File: src/rtl/trigger_pkg.sv
// Shared constants, state encoding and slot helper for the trigger frame path.
package trigger_pkg;

    localparam logic [3:0] SLOT_FIRST = 4'd0;
    localparam logic [3:0] SLOT_LAST  = 4'd9;
    localparam logic       START_BIT  = 1'b0;
    localparam logic       STOP_BIT   = 1'b1;

    localparam logic [7:0] DEFAULT_IDLE_BYTE = 8'h55;
    localparam logic [7:0] DEFAULT_TRIG_BYTE = 8'hA5;

    typedef enum logic {
        ST_SYNC = 1'b0,
        ST_RUN  = 1'b1
    } tx_state_e;

    // Successor of a slot index; anything at or past the last slot wraps to slot 0.
    function automatic logic [3:0] next_slot(input logic [3:0] slot);
        return (slot >= SLOT_LAST) ? SLOT_FIRST : slot + 4'd1;
    endfunction

endpackage

File: src/rtl/trigger_frame_tx_if.sv
// Bundle between the trigger FSM side and the frame transmitter.
// trig_count exists only when TRIGGER_FRAME_STATS_EN is defined.
interface trigger_frame_tx_if
`ifdef TRIGGER_FRAME_STATS_EN
    #(parameter int CNT_W = 16)
`endif
    ;

    logic [3:0] tx_counter;
    logic       is_trigger;
    logic       tx_line;
    logic       frame_start;
    logic       frame_done;
    logic       frame_is_trig;
    logic       sync_err;
`ifdef TRIGGER_FRAME_STATS_EN
    logic [CNT_W-1:0] trig_count;
`endif

    modport master (
        output tx_counter,
        output is_trigger,
`ifdef TRIGGER_FRAME_STATS_EN
        input  trig_count,
`endif
        input  tx_line,
        input  frame_start,
        input  frame_done,
        input  frame_is_trig,
        input  sync_err
    );

    modport slave (
        input  tx_counter,
        input  is_trigger,
`ifdef TRIGGER_FRAME_STATS_EN
        output trig_count,
`endif
        output tx_line,
        output frame_start,
        output frame_done,
        output frame_is_trig,
        output sync_err
    );

endinterface

File: src/rtl/trigger_slot_check.sv
// Tracks the slot expected next and flags any sample that breaks the 0..9 sequence.
module trigger_slot_check
    import trigger_pkg::*;
(
    input  logic       clk,
    input  logic       reset_n,
    input  logic [3:0] tx_counter_i,
    output logic       slot_err_o
);

    logic [3:0] exp_q;
    logic [3:0] exp_d;

    always_comb begin
        exp_d = next_slot(tx_counter_i);
    end

    always_ff @(posedge clk) begin
        if (!reset_n) begin
            exp_q <= SLOT_FIRST;
        end else begin
            exp_q <= exp_d;
        end
    end

    // Only meaningful while a frame is running; the caller gates it with its state.
    assign slot_err_o = (tx_counter_i > SLOT_LAST) || (tx_counter_i != exp_q);

endmodule

File: src/rtl/trigger_frame_tx.sv
// 10-slot serial frame transmitter (start, 8 payload bits LSB first, stop) driven by the slot counter.
// Optional trigger-frame statistics counter enabled by TRIGGER_FRAME_STATS_EN.
module trigger_frame_tx
    import trigger_pkg::*;
#(
    parameter logic [7:0] IDLE_BYTE = DEFAULT_IDLE_BYTE,
    parameter logic [7:0] TRIG_BYTE = DEFAULT_TRIG_BYTE,
    parameter int         CNT_W     = 16
) (
    input  logic               clk,
    input  logic               reset_n,
    trigger_frame_tx_if.slave  bus
);

    if (CNT_W < 1) begin : g_bad_cnt_w
        $error("CNT_W must be at least 1");
    end

    tx_state_e  state_q, state_d;
    logic [7:0] shift_q, shift_d;
    logic       tx_line_q, tx_line_d;
    logic       start_q, start_d;
    logic       done_q, done_d;
    logic       is_trig_q, is_trig_d;
    logic       err_q, err_d;
    logic       slot_err;
    logic       at_first;

    trigger_slot_check u_slot_check (
        .clk          (clk),
        .reset_n      (reset_n),
        .tx_counter_i (bus.tx_counter),
        .slot_err_o   (slot_err)
    );

    assign at_first = (bus.tx_counter == SLOT_FIRST);

    always_comb begin
        state_d   = state_q;
        shift_d   = shift_q;
        tx_line_d = STOP_BIT;
        start_d   = 1'b0;
        done_d    = 1'b0;
        is_trig_d = is_trig_q;
        err_d     = 1'b0;
        unique case (state_q)
            ST_SYNC: begin
                if (at_first) begin
                    state_d   = ST_RUN;
                    shift_d   = bus.is_trigger ? TRIG_BYTE : IDLE_BYTE;
                    is_trig_d = bus.is_trigger;
                    tx_line_d = START_BIT;
                    start_d   = 1'b1;
                end
            end
            ST_RUN: begin
                // A break in the sequence aborts the frame even if it lands on slot 0.
                if (slot_err) begin
                    state_d = ST_SYNC;
                    err_d   = 1'b1;
                end else if (at_first) begin
                    shift_d   = bus.is_trigger ? TRIG_BYTE : IDLE_BYTE;
                    is_trig_d = bus.is_trigger;
                    tx_line_d = START_BIT;
                    start_d   = 1'b1;
                end else if (bus.tx_counter == SLOT_LAST) begin
                    tx_line_d = STOP_BIT;
                    done_d    = 1'b1;
                end else begin
                    tx_line_d = shift_q[0];
                    shift_d   = {1'b0, shift_q[7:1]};
                end
            end
            default: begin
                state_d = ST_SYNC;
            end
        endcase
    end

    always_ff @(posedge clk) begin
        if (!reset_n) begin
            state_q   <= ST_SYNC;
            shift_q   <= 8'h00;
            tx_line_q <= STOP_BIT;
            start_q   <= 1'b0;
            done_q    <= 1'b0;
            is_trig_q <= 1'b0;
            err_q     <= 1'b0;
        end else begin
            state_q   <= state_d;
            shift_q   <= shift_d;
            tx_line_q <= tx_line_d;
            start_q   <= start_d;
            done_q    <= done_d;
            is_trig_q <= is_trig_d;
            err_q     <= err_d;
        end
    end

    assign bus.tx_line       = tx_line_q;
    assign bus.frame_start   = start_q;
    assign bus.frame_done    = done_q;
    assign bus.frame_is_trig = is_trig_q;
    assign bus.sync_err      = err_q;

`ifdef TRIGGER_FRAME_STATS_EN
    logic [CNT_W-1:0] cnt_q, cnt_d;

    // Counts with the frame_start it accompanies; saturates rather than wrapping.
    always_comb begin
        cnt_d = cnt_q;
        if (start_d && is_trig_d && (cnt_q != {CNT_W{1'b1}})) begin
            cnt_d = cnt_q + 1'b1;
        end
    end

    always_ff @(posedge clk) begin
        if (!reset_n) begin
            cnt_q <= '0;
        end else begin
            cnt_q <= cnt_d;
        end
    end

    assign bus.trig_count = cnt_q;
`endif

endmodule
File: src/flat_wrapper.sv
// flat-port wrapper written by rule: the top's interface ports become plain ports
module trigger_frame_tx_flat import trigger_pkg::*;
#(
    parameter logic [7:0] IDLE_BYTE = DEFAULT_IDLE_BYTE,
    parameter logic [7:0] TRIG_BYTE = DEFAULT_TRIG_BYTE,
    parameter int         CNT_W     = 16
)
  (clk, reset_n, bus_tx_counter, bus_is_trigger, bus_tx_line, bus_frame_start, bus_frame_done, bus_frame_is_trig, bus_sync_err);
  trigger_frame_tx_if bus_i ();
  input  logic clk;
  input  logic reset_n;
  input wire logic [$bits(bus_i.tx_counter)-1:0] bus_tx_counter;
  input wire logic [$bits(bus_i.is_trigger)-1:0] bus_is_trigger;
  output wire logic [$bits(bus_i.tx_line)-1:0] bus_tx_line;
  output wire logic [$bits(bus_i.frame_start)-1:0] bus_frame_start;
  output wire logic [$bits(bus_i.frame_done)-1:0] bus_frame_done;
  output wire logic [$bits(bus_i.frame_is_trig)-1:0] bus_frame_is_trig;
  output wire logic [$bits(bus_i.sync_err)-1:0] bus_sync_err;
  assign bus_i.tx_counter = bus_tx_counter;
  assign bus_i.is_trigger = bus_is_trigger;
  assign bus_tx_line = bus_i.tx_line;
  assign bus_frame_start = bus_i.frame_start;
  assign bus_frame_done = bus_i.frame_done;
  assign bus_frame_is_trig = bus_i.frame_is_trig;
  assign bus_sync_err = bus_i.sync_err;
  trigger_frame_tx #(.IDLE_BYTE(IDLE_BYTE), .TRIG_BYTE(TRIG_BYTE), .CNT_W(CNT_W)) u_core (.clk(clk), .reset_n(reset_n), .bus(bus_i));
endmodule
File: config.mk
export PLATFORM = sky130hd
export DESIGN_NAME = trigger_frame_tx_flat
export DESIGN_NICKNAME = d
export VERILOG_FILES = /design/src/rtl/trigger_pkg.sv /design/src/rtl/trigger_frame_tx_if.sv /design/src/rtl/trigger_slot_check.sv /design/src/rtl/trigger_frame_tx.sv /design/src/flat_wrapper.sv
export SDC_FILE = /design/constraint.sdc
export NUM_CORES = 1
export LEC_CHECK = 0
export ABC_AREA = 1
export CAP_MARGIN = 20
export CORE_MARGIN = 2
export CORE_UTILIZATION = 47
export DETAILED_ROUTE_END_ITERATION = 10
export PLACE_DENSITY = 0.73
export REMOVE_ABC_BUFFERS = 1
export SLEW_MARGIN = 10
export SYNTH_ARGS = -nofsm -noshare
export SYNTH_HDL_FRONTEND = slang
export SYNTH_SLANG_ARGS = --single-unit
File: constraint.sdc
create_clock -name clk -period 1.6 [get_ports clk]
set_clock_uncertainty 0.15 [all_clocks]
set_input_delay 0.4 -clock clk [delete_from_list [all_inputs] [get_ports clk]]
set_output_delay 0.4 -clock clk [all_outputs]
set_load 0.02 [all_outputs]
## Word-level counts from Yosys, hierarchy flattened

Cells that the tools add are included.
W data, S select, Z words.

- Add/sub/neg operators: 1
- Reductions and logical operators: 6
- Multiplexer cells: 21
- Equality and inequality tests: 5
- Magnitude comparators: 2
- Bitwise gates (word level): 2

Operators by type and width:

| operator | count |
|---|---|
| $mux W8 | 5 |
| $pmux W8 S2 | 1 |
| $mux W1 | 11 |
| $pmux W1 S2 | 4 |
| $add A4 B1 Y4 const B | 1 |
| $eq A4 B4 Y1 const B | 1 |
| $ge A4 B4 Y1 const B | 1 |
| $gt A4 B4 Y1 const B | 1 |
| $logic_not A4 Y1 | 1 |
| $ne A4 B4 Y1 | 1 |
| $reduce_or A4 Y1 | 1 |
| $ne A3 B3 Y1 const B | 1 |
| $reduce_and A3 Y1 | 1 |
| $ne A2 B1 Y1 const B | 1 |
| $ne A2 B2 Y1 const B | 1 |
| $not A1 Y1 | 2 |
| $reduce_and A2 Y1 | 1 |
| $reduce_or A2 Y1 | 1 |
| $logic_or A1 B1 Y1 | 1 |

- Output and inout bits: 5
- Flip-flop bits (word level): 18
- Bits of input ports: 7

## Depth between registers and ports, before layout

- Depth after elaboration: 5
- Mapped depth: 10
- Gate-level depth less buffers: 10

## Hierarchy

A second synthesis with hierarchy kept.

- Cells, all modules: 121
- Area, all modules: 864.6 um^2

Modules (own cells, without submodules):

| module | instances | area each (um^2) | sequential area each (um^2) | cells each |
|---|---|---|---|---|
| trigger_frame_tx | 1 | 586.8 | 280.3 | 76 |
| trigger_slot_check | 1 | 277.8 | 80.1 | 45 |

## Least setup slack after synthesis

Ideal clock, no wire load.

- Kind: input to register
- Start point: input port bus_tx_counter[1]
- End point: register u_core.shift_q[2]
- Setup time: 0.115 ns
- Arrival: 1.377 ns
- Path buffers: 1
- Setup slack: -0.042 ns
- Cell stages on the path: 10
- Path through: inv_1 ha_1 nand3_2 inv_2 nor2_4 a21oi_4 buf_4 nand3_1 nand2_1 nor2_1

- Word-level cells in the longest chain between the ends: 4
- Elaborated cells between the ends (all ways): 12

RTL lines:

| item | RTL line | source |
|---|---|---|
| start, declared | flat_wrapper.sv:12 | `input wire logic [$bits(bus_i.tx_counter)-1:0] bus_tx_counter;` |
| $gt A4 B4 Y1, or another cell as far along | trigger_slot_check.sv:27 | `assign slot_err_o = (tx_counter_i > SLOT_LAST) \|\| (tx_counter_i != exp_q);` |
| $logic_or A1 B1 Y1 / $mux W8 (equally long branches) | trigger_slot_check.sv:27, trigger_frame_tx.sv:61 |  |
| $ne A2 B2 Y1 (no line) / $mux W8 (equally long branches) | -- |  |
| $reduce_and A3 Y1 (no line) / $pmux W8 S2 (equally long branches) | -- |  |
| end signal, assigned | trigger_frame_tx.sv:91 | `shift_q <= shift_d;` |
| end, declared | trigger_frame_tx.sv:20 | `logic [7:0] shift_q, shift_d;` |

Several ways; a longest one is shown, not always the timed one. The select of a mux whose other input is x is not followed.
A chain may end at the register's enable or synchronous reset.

## Final worst setup path

- Start point: register u_core.is_trig_q, in the netlist u_core.bus.frame_is_trig
- End point: output port bus_frame_is_trig

RTL lines:

| item | RTL line | source |
|---|---|---|
| start, declared | trigger_frame_tx.sv:24 | `logic is_trig_q, is_trig_d;` |
| start signal, assigned | trigger_frame_tx.sv:95 | `is_trig_q <= is_trig_d;` |
| end, declared | flat_wrapper.sv:17 | `output wire logic [$bits(bus_i.frame_is_trig)-1:0] bus_frame_is_trig;` |

No word-level cell between the ends.

==> flow_summary.ini <==
[cells_and_area]
drive_gt1_share_pct = 32.1
nFillCells = 143
syn_to_final_growth_pct = 41.0
antenna_cells = 0
nNetsFinal = 167

[status]
outcome = finished, final reports clean

[yosys]
async_reset_ff_share_pct = 0
synthTopCellsByCount = nand2_1 (32), nor2_1 (21), dfxtp_1 (18)
synthCells = 126
yosys.cell_types.count = 23
synth_area_um2 = 901
synth_area_leaders = dfxtp_1 (40%), nand2_1 (13%), nor2_1 (8.8%)
avgSynthCellArea_um2 = 7.15
synth_edf_count = 0
synth-seq-cells = 18
ys.flop_type = dfxtp_1
yosysSeqAreaShare_pct = 40.0
yosysTopAreaCell = dfxtp_1
synth_most_common_cell = nand2_1
yosys_warnings = 0
synth.top_cell.area_share_pct = 40.0

[worst_setup_path]
cp.depth = 1
worstSetupPathType = reg2out
crit_arrival_ns = 0.99
cp_top_family = flip-flops
cp_max_fo = 2
r2r-start = u_core.u_slot_check.exp_q[2]
slowest_stage = dfxtp_1
startpoint = u_core.bus.frame_is_trig
end_kind = output port
critPathMaxStageDelay_ns = 0.36
path_cells = dlygate4sd2_1
reg2reg_depth = 9
cp.buffers_inverters = 1
startpoint_type = register
required_ns = 1.05

[global_routing]
track_usage_pct = 19.9
grt_pass1_vias = 764
grt_antenna_before_repair = 0
grt_max_degree = 11
grt_pass1_wl_um = 3040
overflow = 0

[sta]
timing.slew.headroom_pct = 78.9
fin_ws_ns = 0.0558
period_share_pct = 96.5
worstMarginPinSlew_ns = 0.317
slew_viol_final = 0
hold_violations = 0
finalSetupTns_ns = 0
whs_ns = 0.309
setup_viol = 0
finalCriticalPeriod_ns = 1.54
clock.fmax_mhz = 648

[power]
powerDensity_mw_per_mm2 = 751
power.total_mw = 0.953
power_leakage_nw = 0.605
vdd_drop_max_v = 0.000585

[die]
fp-row-count = 15
die_y_um = 47.8
die-width_um = 47.8
die-area_mm2 = 0.00228
start_util_pct = 51.1
core-area_mm2 = 0.00176
io-pin-count = 12

[route]
drt-vias-per-instance = 4.72
drt_pre_antenna_iters = 4
num_vias = 854
drtIter0Drc = 19
drc = 0
antenna_left = 0
avgRoutedWirePerCell_um = 11.2
wl_um = 2030

[placement]
gp_congestion = 0.780
dp_hpwl_um = 1290
io_buffers = 11
dp_slack_ns = -0.682

[clock_tree]
clock_latency_ns = 0.30
root_buffer = clkbuf_4
cts_buffers = 3
path_clk_slew_ns = 0.10
cts_tree = done
cts_buffer_depth = 2
cts_htree_levels = 1
clock-sinks = 18

[job]
maxCapViolations = 0

[hold_path]
hp-start = bus_tx_counter[0]
hold_path_class = in2reg
hold_depth = 3
==> final cells by class <==
class / count / area, um2 / share of cell area [%]
Clock buffer: 4 / 36.3 / 2.86
Multi-Input combinational cell: 88 / 551 / 43.3
Inverter: 18 / 70.1 / 5.52
Timing Repair Buffer: 28 / 220 / 17.3
Sequential cell: 18 / 362 / 28.5
Tap cell: 25 / 31.3 / 2.46
==> routing by layer <==
| metal | part of all wire [%] | GRT usage [%] | vias up | wire (um) |
|---|---|---|---|---|
| li1 | - | - | 450 | - |
| met1 | 44 | 22.8 | 373 | 886 |
| met2 | 49 | 32.3 | 25 | 995 |
| met3 | 4.8 | 7.92 | 6 | 98 |
| met4 | 2.4 | 9.19 | 0 | 48 |
| met5 | 0 | 0 | - | 0 |
==> worst min-delay path: cells and delay by family <==
kind,cells,cell delay [ns]
simple gates,1,0.03
buf+inv,2,0.28
==> flip-flops by register name, indices dropped and copies added (netlist names) <==
register,flops
u_core.bus.tx_line,1
u_core.bus.frame_done,1
u_core.u_slot_check.exp_q,4
u_core.state_q,1
u_core.bus.sync_err,1
u_core.bus.frame_start,1
u_core.bus.frame_is_trig,1
u_core.shift_q,8
==> logic make-up (layout without fill, tap and decap cells) <==
kind of cell	Yosys count	count (layout)	share of synthesized area, %
AOI/OAI and AO/OA	13	13	8.89
xor gates and xnor gates	2	2	1.94
DFF	18	18	40.0
buffers and inverters	21	50	10.1
adders and majority gates	3	3	4.17
and+or+nand+nor	69	70	34.9
==> power by group <==
group	leakage (nW)	switching [mW]	internal [mW]
combinational	0.437	0.106	0.0838
sequential	0.147	0.0141	0.471
clock	0.0210	0.139	0.139
total	0.605	0.260	0.693
==> per-stage QoR <==
step / instance area [um2] / std cells / util [%]
floorplan: 877 / 123 / -
global placement: 1110 / 171 / 62.8
detailed placement: 1110 / 171 / 62.8
CTS: 1200 / 180 / 68.0
global route: 1270 / 181 / 72.0
finish: 1270 / 181 / 72.0
==> cell usage in the layout, fill, tap and decap left out, types with 2 or more instances in the layout <==
cell type	count
nand2_1	29
nor2_1	20
dfxtp_1	17
buf_4	14
inv_1	11
nand3_1	7
inv_2	6
dlygate4sd2_1	6
a21oi_1	5
o21ai_0	4
a21oi_2	3
nand3_4	3
nand2_4	3
clkbuf_4	3
clkbuf_2	3
nand2_2	2
ha_4	2
clkdlybuf4s50_1	2
buf_6	2
==> path summary, 6_finish.rpt <==
path | slack (ns) | to
worst max register to register | 0.12 | u_core.bus.tx_line
worst max-delay path | 0.06 | bus_frame_is_trig
worst min-delay path | 0.31 | u_core.u_slot_check.exp_q[0]
worst min register to register | 0.34 | u_core.shift_q[3]
==> repair_timing <==
| item | 4_1_cts | 5_1_grt |
|---|---|---|
| pin swaps | 5 | 4 |
| hold buffers | 0 | 0 |
| gates cloned | 1 | 1 |
| endpoints found under the setup margin | 23 | 10 |
| gates resized for setup | 17 | 22 |
| setup buffers | 4 | 0 |
No activity file was read; power rests on OpenSTA's default activity.
